## src/rtl/l15_refill_data_packer.sv

```systemverilog
`default_nettype none
// ============================================================================
// Module   : l15_refill_data_packer
// Brief    : Packs L2 refill beats into L1.5 I-cache data-bank words and
//            shares the single RAM port with lookup reads.
// Options  : HIER_ICACHE_REFILL_WR_PRIO_EN - a pending refill write always
//            beats lookup reads (default: reads win).
// Revision : 1.0 - initial release
// ============================================================================
module l15_refill_data_packer #(
    parameter  int DATA_WIDTH = 64,
    parameter  int ADDR_WIDTH = 7,
    parameter  int BEAT_WIDTH = 32,
    parameter  int LINE_WORDS = 4,
    localparam int C_WIDX     = $clog2(LINE_WORDS),
    localparam int C_LW       = ADDR_WIDTH - C_WIDX
) (
    input  logic                      clk,
    input  logic                      rst,
    input  logic                      refill_start_i,
    input  logic [C_LW-1:0]           refill_line_i,
    output logic                      start_ready_o,
    input  logic                      beat_valid_i,
    input  logic [BEAT_WIDTH-1:0]     beat_data_i,
    input  logic                      beat_last_i,
    output logic                      beat_ready_o,
    input  logic                      rd_req_i,
    input  logic [ADDR_WIDTH-1:0]     rd_addr_i,
    output logic                      rd_gnt_o,
    output logic                      ram_req_o,
    output logic                      ram_write_o,
    output logic [ADDR_WIDTH-1:0]     ram_addr_o,
    output logic [DATA_WIDTH-1:0]     ram_wdata_o,
    output logic [DATA_WIDTH/8-1:0]   ram_be_o,
    output logic                      refill_done_o,
    output logic                      refill_err_o
);

    localparam int C_BPW = DATA_WIDTH / BEAT_WIDTH;
    localparam int C_BCW = (C_BPW > 1) ? $clog2(C_BPW) : 1;

    localparam logic [1:0] C_ST_IDLE  = 2'd0;
    localparam logic [1:0] C_ST_FILL  = 2'd1;
    localparam logic [1:0] C_ST_FLUSH = 2'd2;

    localparam logic [C_BCW-1:0]  C_LAST_BEAT = C_BCW'(C_BPW - 1);
    localparam logic [C_WIDX-1:0] C_LAST_WORD = C_WIDX'(LINE_WORDS - 1);

    logic [1:0]            r_state;
    logic [1:0]            w_state_nxt;
    logic [C_LW-1:0]       r_line;
    logic [C_BCW-1:0]      r_beat_cnt;
    logic [C_WIDX-1:0]     r_word_cnt;
    logic [DATA_WIDTH-1:0] r_asm;
    logic [DATA_WIDTH-1:0] w_asm_nxt;
    logic [DATA_WIDTH-1:0] r_hold;
    logic                  r_hold_valid;
    logic [ADDR_WIDTH-1:0] r_hold_addr;
    logic                  r_last_seen;
    logic                  r_err;
    logic                  r_done;

    logic w_write_sel;
    logic w_beat_completes;
    logic w_beat_ready;
    logic w_beat_acc;
    logic w_word_done;
    logic w_line_done;
    logic w_start_acc;

`ifdef HIER_ICACHE_REFILL_WR_PRIO_EN
    assign w_write_sel = r_hold_valid;
`else
    assign w_write_sel = r_hold_valid & ~rd_req_i;
`endif

    assign w_start_acc      = (r_state == C_ST_IDLE) & refill_start_i;
    assign w_beat_completes = (r_beat_cnt == C_LAST_BEAT);
    // A completing beat may only enter when the hold slot is free or drains now.
    assign w_beat_ready     = (r_state == C_ST_FILL) &
                              ~(w_beat_completes & r_hold_valid & ~w_write_sel);
    assign w_beat_acc       = beat_valid_i & w_beat_ready;
    assign w_word_done      = w_beat_acc & w_beat_completes;
    assign w_line_done      = w_word_done & (r_word_cnt == C_LAST_WORD);

    always_comb begin
        w_asm_nxt = r_asm;
        w_asm_nxt[int'(r_beat_cnt) * BEAT_WIDTH +: BEAT_WIDTH] = beat_data_i;
    end

    always_comb begin
        w_state_nxt = r_state;
        case (r_state)
            C_ST_IDLE:  if (refill_start_i) w_state_nxt = C_ST_FILL;
            C_ST_FILL:  if (w_line_done)    w_state_nxt = C_ST_FLUSH;
            C_ST_FLUSH: if (w_write_sel)    w_state_nxt = C_ST_IDLE;
            default:                        w_state_nxt = C_ST_IDLE;
        endcase
    end

    always_ff @(posedge clk or posedge rst) begin
        if (rst) begin
            r_state <= C_ST_IDLE;
        end else begin
            r_state <= w_state_nxt;
        end
    end

    always_ff @(posedge clk or posedge rst) begin
        if (rst) begin
            r_line      <= '0;
            r_beat_cnt  <= '0;
            r_word_cnt  <= '0;
            r_asm       <= '0;
            r_last_seen <= 1'b0;
            r_err       <= 1'b0;
            r_done      <= 1'b0;
        end else begin
            r_done <= (r_state == C_ST_FLUSH) & w_write_sel;
            if (w_start_acc) begin
                r_line      <= refill_line_i;
                r_beat_cnt  <= '0;
                r_word_cnt  <= '0;
                r_last_seen <= 1'b0;
                r_err       <= 1'b0;
            end else if (w_beat_acc) begin
                r_asm <= w_asm_nxt;
                if (w_beat_completes) begin
                    r_beat_cnt <= '0;
                    r_word_cnt <= r_word_cnt + 1'b1;
                end else begin
                    r_beat_cnt <= r_beat_cnt + 1'b1;
                end
                // The beat count ends the line; beat_last is only cross-checked.
                if (w_line_done) begin
                    r_err <= ~beat_last_i | r_last_seen;
                end else if (beat_last_i) begin
                    r_last_seen <= 1'b1;
                end
            end
        end
    end

    always_ff @(posedge clk or posedge rst) begin
        if (rst) begin
            r_hold       <= '0;
            r_hold_valid <= 1'b0;
            r_hold_addr  <= '0;
        end else if (w_word_done) begin
            r_hold       <= w_asm_nxt;
            r_hold_valid <= 1'b1;
            r_hold_addr  <= {r_line, r_word_cnt};
        end else if (w_write_sel) begin
            r_hold_valid <= 1'b0;
        end
    end

    assign start_ready_o = (r_state == C_ST_IDLE);
    assign beat_ready_o  = w_beat_ready;
    assign rd_gnt_o      = rd_req_i & ~w_write_sel;
    assign ram_req_o     = w_write_sel | rd_req_i;
    assign ram_write_o   = w_write_sel;
    assign ram_addr_o    = w_write_sel ? r_hold_addr : rd_addr_i;
    assign ram_wdata_o   = r_hold;
    assign ram_be_o      = {(DATA_WIDTH/8){w_write_sel}};
    assign refill_done_o = r_done;
    assign refill_err_o  = r_err;

endmodule
`default_nettype wire

```

## config.mk

```make
export PLATFORM = sky130hd
export DESIGN_NAME = l15_refill_data_packer
export DESIGN_NICKNAME = d
export VERILOG_FILES = /design/src/rtl/l15_refill_data_packer.sv
export SDC_FILE = /design/constraint.sdc
export NUM_CORES = 1
export LEC_CHECK = 0
export ABC_AREA = 1
export CAP_MARGIN = 0
export CORE_UTILIZATION = 47
export DETAILED_ROUTE_END_ITERATION = 10
export PLACE_DENSITY = 0.79
export SYNTH_ARGS = -nofsm -noshare
export SYNTH_HDL_FRONTEND = slang
export SYNTH_SLANG_ARGS = --single-unit
```

## constraint.sdc

```tcl
create_clock -name clk -period 5.3 [get_ports clk]
set_clock_uncertainty 0.2 [all_clocks]
set_input_delay 1.06 -clock clk [delete_from_list [all_inputs] [get_ports clk]]
set_output_delay 1.06 -clock clk [all_outputs]
set_load 0.05 [all_outputs]
```

==> flow_summary_export.csv <==
group,metric,value,unit
grt,grt_max_degree,76,
yosys,netlist_top_cells_count,"nand2_1 (305), dfrtp_1 (117), nand3_1 (38)",
power_and_ir_drop,power.density,745.2,mW/mm^2
drt,totalWireLength,10930,um
drt,drt_pass1_iterations,4,
yosys,synth-compound-area-share,1.888,%
grt,overflow,0,
sta,drv_slew,0,
power_and_ir_drop,switching_share,44.85,%
yosys,synth_flop_cell,"dfrtp_1",
yosys,ys_warn_count,0,
worst_setup_path,startpoint_type,"input pin",
worst_setup_path,required,4040,ps
place,gp_congestion,0.7853,
worst_setup_path,reg2reg_depth,4,
drt,drt-initial-drc-count,156,
grt,grt_antenna_before_repair,0,
drt,via_per_inst,4.848,
sta,setup_violations,0,
worst_setup_path,crit_arrival,3190,ps
drt,routedWlPerCell,13.52,um
yosys,synth-edff-count,0,
run_status,status,"finished, final reports clean",
clock_network,clk_latency,510,ps
yosys,yosysTopAreaCellShare,62.22,%
clock_network,numCtsBuffers,17,
sta,slew_headroom,19.90,%
yosys,synthSimpleGateAreaFrac,29.75,%
clock_network,htree_levels,4,
power_and_ir_drop,internal_power,2.729,mW
worst_setup_path,worstPathMaxFanout,16,
grt,grt_use_met3,8.824,%
yosys,syn_area,0.004706,sq mm
place,portBuffers,135,
place,dp_hpwl,6872,um
layout,num-fill-cells,798,
sta,tightest_slew,1201,ps
sta,report.final.hold_viol_count,0,
power_and_ir_drop,p_switching,2.219,mW
yosys,synth_most_common_cell,"nand2_1",
worst_setup_path,worstSetupEndpointType,"primary output",
sta,setup_tns,0,ps
power_and_ir_drop,p_seq_share,30.7,%
drt,vias,3917,
hold_path,min_to,"ram_wdata_o[3]$_DFFE_PP0P_",
sta,rsz0062_at_grt,"false",
yosys,netlist_top_cells_area,"dfrtp_1 (62%), nand2_1 (24%), nand3_1 (4.0%)",
worst_setup_path,r2r-start,"r_beat_cnt$_DFFE_PP0P_",
layout,syn2layout_area_growth,41.11,%
floorplanning,pin_count,136,
grt,busiest_layer,"met2",
power_and_ir_drop,p_leak,3.370,nW
clock_network,clockRootBuffer,"clkbuf_8",
hold_path,min_from,"r_asm[3]$_DFFE_PP0P_",
drt,postRouteAntennaNets,0,
clock_network,cts.path.max_buffers,2,
sta,fmax,0.2249,GHz
clock_network,path_clk_slew,60,ps
floorplanning,die_y,102.1,um
floorplanning,initial_core_util,48.37,%
yosys,ys_seq_area_share,62.22,%
yosys,synth_adder_area_share,0.2659,%
worst_setup_path,worstSetupPathType,"input pin to primary output",
floorplanning,die_width,102.1,um
yosys,synth_nets,590,
clock_network,postCtsSetupRepairBufs,0,
sta,finalCriticalPeriod,4447,ps
drt,drc,0,
clock_network,cts_tree,"yes",
grt,grt_use_met2,38.10,%
power_and_ir_drop,p_comb_share,46.7,%
yosys,synth_top_family_by_area,"simple AND/OR/NAND/NOR gates",
grt,grtUsageTotal,22.45,%
clock_network,hold_buffers,0,
hold_path,min_path_cells,2,
sta,whs,267.2,ps
yosys,ys_ff_latch,117,
grt,grt_pass1_vias,3726,
clock_network,ctsResizeCount,0,
layout,drive_gt1_share,6.519,%
yosys,yosys.cell_types.count,23,
grt,met1_usage,26.19,%
yosys,synthCells,539,
yosys,synthMuxAreaShare,0,%
sta,fin_crit_sh,83.90,%
run,drv_cap,0,
yosys,syn_avg_cell_area,8.731,sq um
hold_path,hold_path_class,"register to register",
layout,diodes,0,
worst_setup_path,rr_endpoint,"r_asm[20]$_DFFE_PP0P_",
yosys,async_flop_share,100.0,%
floorplanning,dieArea,0.01042,sq mm
grt,grt_pass1_wl,17660,um
yosys,synth-xor-area-share,0,%
floorplanning,core,0.009729,sq mm
worst_setup_path,reg2reg_slack,2150,ps
clock_network,cts.sinks,117,
power_and_ir_drop,clkPwrFrac,22.6,%
floorplanning,row_count,36,
yosys,synth_area_leader_cell,"dfrtp_1",
layout,fin_nets,713,
power_and_ir_drop,vdd_drop_max,0.3473,mV
how the worst max path moves through the flow:
stage | startpoint | to | slack [ps] | cells past startpoint
floorplan | rd_req_i | ram_addr_o[4] | 650 | 3
global placement | rd_req_i | ram_addr_o[4] | 980 | 6
detailed placement | rd_req_i | ram_addr_o[4] | 830 | 6
CTS | rd_req_i | ram_addr_o[4] | 830 | 6
global route | rd_req_i | ram_addr_o[4] | 730 | 6
finish | rd_req_i | ram_addr_o[4] | 850 | 6
registers in the layout, summed over array words and instances, names as in the netlist:
register / count
refill_done_o: 1
refill_err_o: 1
r_word_cnt: 2
r_hold_addr: 7
r_asm: 32
r_state: 2
r_hold_valid: 1
r_line: 5
ram_wdata_o: 64
r_beat_cnt: 1
r_last_seen: 1
cells by family after synthesis:
group           count (synthesis)
buf+inv                        54
simple gates                  351
compound gates                 16
flops                         117
fa+ha+maj                       1
per-stage QoR:
step	power, mW	setup WS, ps	area (sq um)	util, %	cells
2_1_floorplan	3.127	654.8	4706	-	539
6_report	4.948	853.4	6640	68.25	808
3_5_place_dp	3.852	835.0	6051	62.19	776
3_3_place_gp	3.791	978.9	6051	62.19	776
5_1_grt	5.231	728.5	6640	68.25	808
4_1_cts	4.994	830.0	6640	68.25	808
power by group through the flow:
stage	Clock, mW	Combinational [mW]	Sequential (mW)
finish	1.12	2.31	1.52
global route	1.17	2.49	1.56
CTS	1.13	2.34	1.52
detailed placement	0	2.33	1.52
global placement	0	2.28	1.51
floorplan	0	0.879	2.25
layout make-up:
cell class                 instances  area, sq um  share of cell area, %
clock buffer                      19        431.7                  6.501
clock inverter                    13        157.7                  2.374
inverter                          19        73.82                  1.112
multi-input combinational        368         1501                  22.61
sequential                       117         2928                  44.09
tap                              133        166.4                  2.506
timing repair buffer             139         1381                  20.80
cells in the final DEF, fill, tap and decap left out, drive strengths merged:
cell type | netlist | final
buf | 27 | 4
nand3 | 38 | 38
bufinv | 0 | 3
or2 | 1 | 1
dfrtp | 117 | 117
o31ai | 1 | 1
o21ai | 12 | 12
clkdlybuf4s50 | 0 | 135
nand2 | 307 | 307
a21oi | 1 | 1
ha | 1 | 1
clkbuf | 8 | 19
o21bai | 1 | 1
clkinv | 2 | 8
inv | 17 | 17
clkinvlp | 0 | 4
nor2 | 4 | 4
o2111ai | 1 | 1
nor3 | 1 | 1
worst max-delay path, stage by stage:
cell and delay [ps]:
clkdlybuf4s50_1 480, nor2_2 140, buf_4 190, clkinv_1 230, o21ai_0 240, clkdlybuf4s50_1 840
routing by layer:
layer / part of all wire (%) / vias to the layer above
li1: - / 1905
met1: 42 / 1868
met2: 49 / 138
met3: 8.4 / 6
met4: 0.75 / 0
met5: 0 / -
(Power assumes the default switching activity.)
